**src/rtl/write_burst_data.sv**
```systemverilog
// write_burst_data: write-data stage behind the burst detector.
// Pops a burst length (beats-1), then streams that many plus one words
// from the data FIFO onto the AXI W channel, flagging wlast on the final
// beat. The W outputs come straight from flops. A new burst can start on
// the cycle right after the previous final beat loads, so there is no
// bubble between bursts.
module write_burst_data #(
   parameter int DataWidth     = 512,
   parameter int BurstLenWidth = 8
) (
   input  logic                     clk,
   input  logic                     rst,
   // burst-length FIFO (read side)
   input  logic [BurstLenWidth-1:0] burst_len_dout,
   input  logic                     burst_len_empty_n,
   output logic                     burst_len_read,
   // write-data FIFO (read side)
   input  logic [DataWidth-1:0]     data_dout,
   input  logic                     data_empty_n,
   output logic                     data_read,
   // AXI W channel
   output logic [DataWidth-1:0]     m_axi_wdata,
   output logic [DataWidth/8-1:0]   m_axi_wstrb,
   output logic                     m_axi_wlast,
   output logic                     m_axi_wvalid,
   input  logic                     m_axi_wready
);

   typedef enum logic {
      S_IDLE,
      S_BURST
   } state_e;

   state_e                   state_q;
   logic [BurstLenWidth-1:0] remaining_q;
   logic [DataWidth-1:0]     wdata_q;
   logic                     wvalid_q;
   logic                     wlast_q;

   // The output register can take a new beat when it is empty or its
   // current beat is leaving this cycle.
   logic out_free;
   logic last_beat;
   logic w_xfer;

   assign out_free  = !wvalid_q || m_axi_wready;
   assign last_beat = (remaining_q == '0);
   assign w_xfer    = wvalid_q && m_axi_wready;

   // Every lane of a write is always valid.
   assign m_axi_wstrb  = '1;
   assign m_axi_wdata  = wdata_q;
   assign m_axi_wlast  = wlast_q;
   assign m_axi_wvalid = wvalid_q;

   // FIFO pop strobes. In BURST the next length is popped together with the
   // final data beat so the following burst can start one cycle later.
   always_comb begin
      burst_len_read = 1'b0;
      data_read      = 1'b0;
      if (!rst) begin
         case (state_q)
            S_IDLE: begin
               burst_len_read = burst_len_empty_n;
            end
            S_BURST: begin
               data_read      = data_empty_n && out_free;
               burst_len_read = data_read && last_beat && burst_len_empty_n;
            end
            default: begin
               burst_len_read = 1'b0;
               data_read      = 1'b0;
            end
         endcase
      end
   end

   // Burst FSM plus the registered W beat. A beat that has just been
   // accepted is released here unless a new word replaces it in the same
   // cycle. The load below comes later in the block, so its assignments win.
   always_ff @(posedge clk or posedge rst) begin
      if (rst) begin
         state_q     <= S_IDLE;
         remaining_q <= '0;
         wdata_q     <= '0;
         wvalid_q    <= 1'b0;
         wlast_q     <= 1'b0;
      end else begin
         if (w_xfer) begin
            wvalid_q <= 1'b0;
            wlast_q  <= 1'b0;
         end
         case (state_q)
            S_IDLE: begin
               if (burst_len_read) begin
                  remaining_q <= burst_len_dout;
                  state_q     <= S_BURST;
               end
            end
            S_BURST: begin
               if (data_read) begin
                  wdata_q  <= data_dout;
                  wvalid_q <= 1'b1;
                  wlast_q  <= last_beat;
                  if (!last_beat) begin
                     // only decrements while nonzero, so a full-range length
                     // never wraps
                     remaining_q <= remaining_q - 1'b1;
                  end else if (burst_len_read) begin
                     remaining_q <= burst_len_dout;
                  end else begin
                     state_q <= S_IDLE;
                  end
               end
            end
            default: begin
               state_q <= S_IDLE;
            end
         endcase
      end
   end

endmodule
```
**config.mk**
```make
export PLATFORM = sky130hd
export DESIGN_NAME = write_burst_data
export DESIGN_NICKNAME = d
export VERILOG_FILES = /design/src/rtl/write_burst_data.sv
export SDC_FILE = /design/constraint.sdc
export NUM_CORES = 1
export LEC_CHECK = 0
export ABC_AREA = 1
export CORE_AREA = 2 2 427 429
export DETAILED_ROUTE_END_ITERATION = 10
export DIE_AREA = 0 0 429 431
export GPL_TIMING_DRIVEN = 0
export PLACE_DENSITY = 0.38
export SETUP_SLACK_MARGIN = 0.4
export SLEW_MARGIN = 25
export SYNTH_ARGS = -nofsm -noshare
export SYNTH_HDL_FRONTEND = slang
export SYNTH_SLANG_ARGS = --single-unit
```
**constraint.sdc**
```tcl
create_clock -name clk -period 21.4 [get_ports clk]
set_input_delay 4.28 -clock clk [delete_from_list [all_inputs] [get_ports clk]]
set_output_delay 4.28 -clock clk [all_outputs]
set_load 0.005 [all_outputs]
```
== Word level (Yosys, flattened, before mapping) ==
Index checks and enable logic that the tools add are counted.

* Register bits: 523
* Output and inout bits: 580
* Word-level logic and storage cells: 34

* $add $sub $neg: 1
* Equality and inequality tests: 1
* Multiplexer cells: 18
* Bitwise gates (word level): 1
* Reductions and logical operators: 8

{| class="wikitable"
|+ Operators by type and width
! operator !! number
|-
| $mux W8 || 3
|-
| $pmux W8 S2 || 1
|-
| $mux W1 || 12
|-
| $logic_not A8 Y1 || 1
|-
| $sub A8 B1 Y8 const B || 1
|-
| $logic_and A1 B1 Y1 || 4
|-
| $pmux W1 S2 || 2
|-
| $ne A2 B2 Y1 const B || 1
|-
| $reduce_and A2 Y1 || 1
|-
| $logic_not A1 Y1 || 1
|-
| $logic_or A1 B1 Y1 || 1
|-
| $not A1 Y1 || 1
|}

== Longest topological paths before layout ==
* Depth after elaboration: 11
* Mapped depth: 11
* Mapped depth without buffers: 10

== Worst setup path before layout ==
No wires, ideal clock.

* Path kind: input-to-output
* Start: input port rst
* End: output port data_read
* Arrival time: 11323 ps
* Required time: 17120 ps
* Setup slack: 5797 ps
* Stages: 4
* Path buffers: 1
* Cells stage by stage: inv_2 > nand4_2 > inv_2 > clkbuf_1

* Word-level cells in the longest chain between the ends: 1

{| class="wikitable"
|+ RTL lines
! what !! line !! source
|-
| start: declaration || 12 || <nowiki>input logic rst,</nowiki>
|-
| $mux W1 || 61 || <nowiki>if (!rst) begin</nowiki>
|-
| end: declaration || 20 || <nowiki>output logic data_read,</nowiki>
|}

No other way between the ends.

== Final worst setup path ==
Ends and elaborated chain as after synthesis.

==> run_results.csv <==
group,metric,value,unit
sta,period_share,59.3,%
final_layout,n_fill_cell,19900,
place,dp.cells,5822,
logic_synthesis,yosys_warnings,0,
logic_synthesis,yosysTopAreaCell,"dfrtp_1",
min_path,min-delay-path-class,"reg -> reg",
setup_path,crit_required,17.12,ns
logic_synthesis,synth_top_family_by_area,"simple AND/OR/NAND/NOR gates",
logic_synthesis,synth_top_area_share,63.8,%
place,dpl.hpwl,101,mm
setup_path,path_class,"in -> out",
routing,routed_wl,125,mm
sta,tightest_slew,0.617,ns
logic_synthesis,ys_seq_area_share,63.8,%
setup_path,worstPathArrival,8.41,ns
global_routing,grt_use_total,13.1,%
final_layout,nets,4056,
clocking,clk_latency,0.68,ns
logic_synthesis,yosys.area_share.simple,29.6,%
clocking,clock-sinks,523,
place,place_congestion,0.881,
final_layout,final_cells,5966,
place,placed_area,34300,µm²
global_routing,antenna_found_initial,42,
clocking,cts_buffer_depth,3,
die,fp.dieH,431,µm
routing,drtAntennaViolNets,0,
logic_synthesis,synthTopCellsByArea,"dfrtp_1 (64%), nand2_1 (29%), buf_4 (2.9%)",
logic_synthesis,netlist_area,20500,µm²
setup_path,worstPathMaxFanout,84,
pwr,p_int,2.35,mW
final_layout,syn_to_final_growth,79.5,%
logic_synthesis,synth.distinct_cells,25,
pwr,power.share.clock,38.9,%
clocking,ctsHoldBuffers,0,
setup_path,path_cells,"clkdlybuf4s50_1, inv_8, buf_16, buf_16, nand4_2, inv_2, clkbuf_1, clkdlybuf4s50_1",
global_routing,grt_max_degree,85,
sta,slew_headroom,58.7,%
sta,post-route-min-period,12.69,ns
place,portBuffers,1040,
pwr,netSwitchingPower,971,µW
logic_synthesis,synth.area.mux_share,0,%
die,fp-row-count,156,
clocking,cts_tree,"yes",
pwr,p_seq_share,37.6,%
setup_path,critical-path-max-stage-delay,0.73,ns
setup_path,reg2reg_from,"state_q",
final_layout,fin_area,36800,µm²
logic_synthesis,netlist_instances,2343,
die,die_w,429,µm
die,start_util,11.4,%
global_routing,grt_pass1_wl,168,mm
pwr,p_per_area,90.3,nW/µm²
clocking,cts_root_buf,"clkbuf_16",
logic_synthesis,ys_ff_latch,523,
final_layout,final_util,20.4,%
sta,fmax,78.8,MHz
setup_path,startpoint,"rst",
routing,avgViaCountPerCell,3.26,
pwr,p_leak,17.3,nW
pwr,ir_drop,0.0000452,V
clocking,clkTransAtPathRegs,0.06,ns
final_layout,final_layout_size_suffix_gt1_share,8.43,%
pwr,p_comb_share,23.6,%
global_routing,overflow,0,
routing,drt_pass1_iterations,5,
die,core,180000,µm²
sta,hold_viol,0,
logic_synthesis,synthXorXnorAreaFrac,0,%
sta,slew_violations,0,
run_status,outcome,"finished, final reports clean",
logic_synthesis,synth_compound_area_share,0.507,%
logic_synthesis,syn-mean-instance-area,8.75,µm²
sta,fin_skew,0.0328,ns
pwr,swShare,29.2,%
clocking,post_cts_resized,0,
sta,setup_violations,0,
clocking,cts_setup_buffers,0,
routing,dr_total_vias,19400,
flow_run,cap_viol_max_count,0,
setup_path,cp-start-kind,"input port",
routing,drcViolationCount,0,
min_path,whs_path_depth,2,
clocking,numCtsBuffers,75,
clocking,cts_max_level,3,
routing,drt_iter0_markers,1002,
sta,rsz0062_at_grt,"false",
setup_path,critical-path-slowest-cell,"clkdlybuf4s50_1",
die,io_pins,1105,
die,design.die.area,185000,µm²
global_routing,grt_pass1_vias,20000,
routing,routedWlPerCell,21.0,µm
min_path,hp-start,"m_axi_wdata[199]",
setup_path,reg2reg_depth,6,
logic_synthesis,synthAdderAreaFrac,0.122,%
setup_path,end_kind,"primary output",
## final timing paths
path / endpoint / slack [ns]
setup / recovery: data_read / 8.71
hold / removal: m_axi_wdata[199] / 0.47
setup reg to reg: m_axi_wdata[508] / 18.88
hold reg to reg: m_axi_wdata[199] / 0.47
max in group asynchronous: m_axi_wdata[151] / 15.22
min in group asynchronous: m_axi_wdata[63] / 4.43
## sequential cells by signal (all words and copies together), names as in the netlist
register      count
m_axi_wvalid      1
state_q           1
m_axi_wdata     512
m_axi_wlast       1
remaining_q       8
## cell usage in the layout, fill, tap and decap left out, types with 5 or more instances in the layout
cell type,netlist,final
a21oi_1,6,6
buf_16,0,6
buf_2,80,80
buf_4,78,78
buf_6,11,11
clkbuf_1,10,26
clkbuf_16,0,78
clkbuf_8,0,16
clkdlybuf4s50_1,0,1040
clkinv_2,0,5
conb_1,1,64
dfrtp_1,523,523
diode_2,0,14
inv_1,16,16
nand2_1,1571,1571
nand3_1,7,7
nor2_1,9,9
o21ai_0,5,5
## power by group through the flow
| stage | combinational, mW | clock (mW) | sequential [mW] |
|---|---|---|---|
| final | 0.783 | 1.29 | 1.25 |
| after global routing | 0.859 | 1.39 | 1.27 |
| after CTS | 0.807 | 1.35 | 1.25 |
| after detailed placement | 0.803 | 0 | 1.26 |
| after global placement | 0.802 | 0 | 1.26 |
| after floorplan | 0.204 | 0 | 1.26 |
## routing by layer
| layer | vias up | part of all wire, % | global-route usage, % |
|---|---|---|---|
| li1 | 9337 | - | - |
| met1 | 9224 | 37 | 14.0 |
| met2 | 686 | 50 | 22.4 |
| met3 | 188 | 10 | 6.40 |
| met4 | 4 | 3.3 | 4.85 |
| met5 | - | 0.022 | 0 |
## critical path, delay by kind of cell
family	cells	cell delay, ns
buffers and inverters	7	3.69
and+or+nand+nor	1	0.22
## final cells by class
type	count	area, µm²	share of cell area [%]
Antenna cell	14	35.0	0.0952
Buffer	179	1150	3.12
Clock buffer	112	2240	6.09
Clock inverter	18	238	0.646
Inverter	18	75.1	0.204
Multi-Input combinational cell	1686	6440	17.5
Sequential cell	523	13100	35.6
Tap cell	2370	2970	8.06
Timing Repair Buffer	1046	10600	28.7
## cells by family after synthesis
logic type / Yosys count
AND/OR/NAND/NOR: 1602
flip-flops: 523
buffers and inverters: 197
AO/OA/AOI/OAI: 18
adder cells (fa/ha/maj): 2
other: 1
## per-stage QoR
stage	TNS (ns)	setup slack, ns	power, mW	hold slack [ns]
final	0	8.71	3.32	0.473
after global routing	0	8.29	3.51	0.486
after CTS	0	8.47	3.41	0.479
after detailed placement	0	8.48	2.07	0.464
after global placement	-1.10	-1.10	2.06	0.462
after floorplan	0	5.80	1.47	0.449
## Yosys cell counts
master	n
a21oi_1	6
a22oi_1	1
a31o_2	1
buf_2	80
buf_4	78
buf_6	11
clkbuf_1	10
conb_1	1
dfrtp_1	523
ha_1	2
inv_1	16
inv_2	2
nand2_1	1571
nand2_2	3
nand3_1	7
nand3_2	1
nand4_1	4
nand4_2	1
nor2_1	9
nor2_2	3
nor3_1	2
nor4_1	1
o21ai_0	5
o21ai_1	3
o21ai_2	2
(Power assumes the default switching activity.)
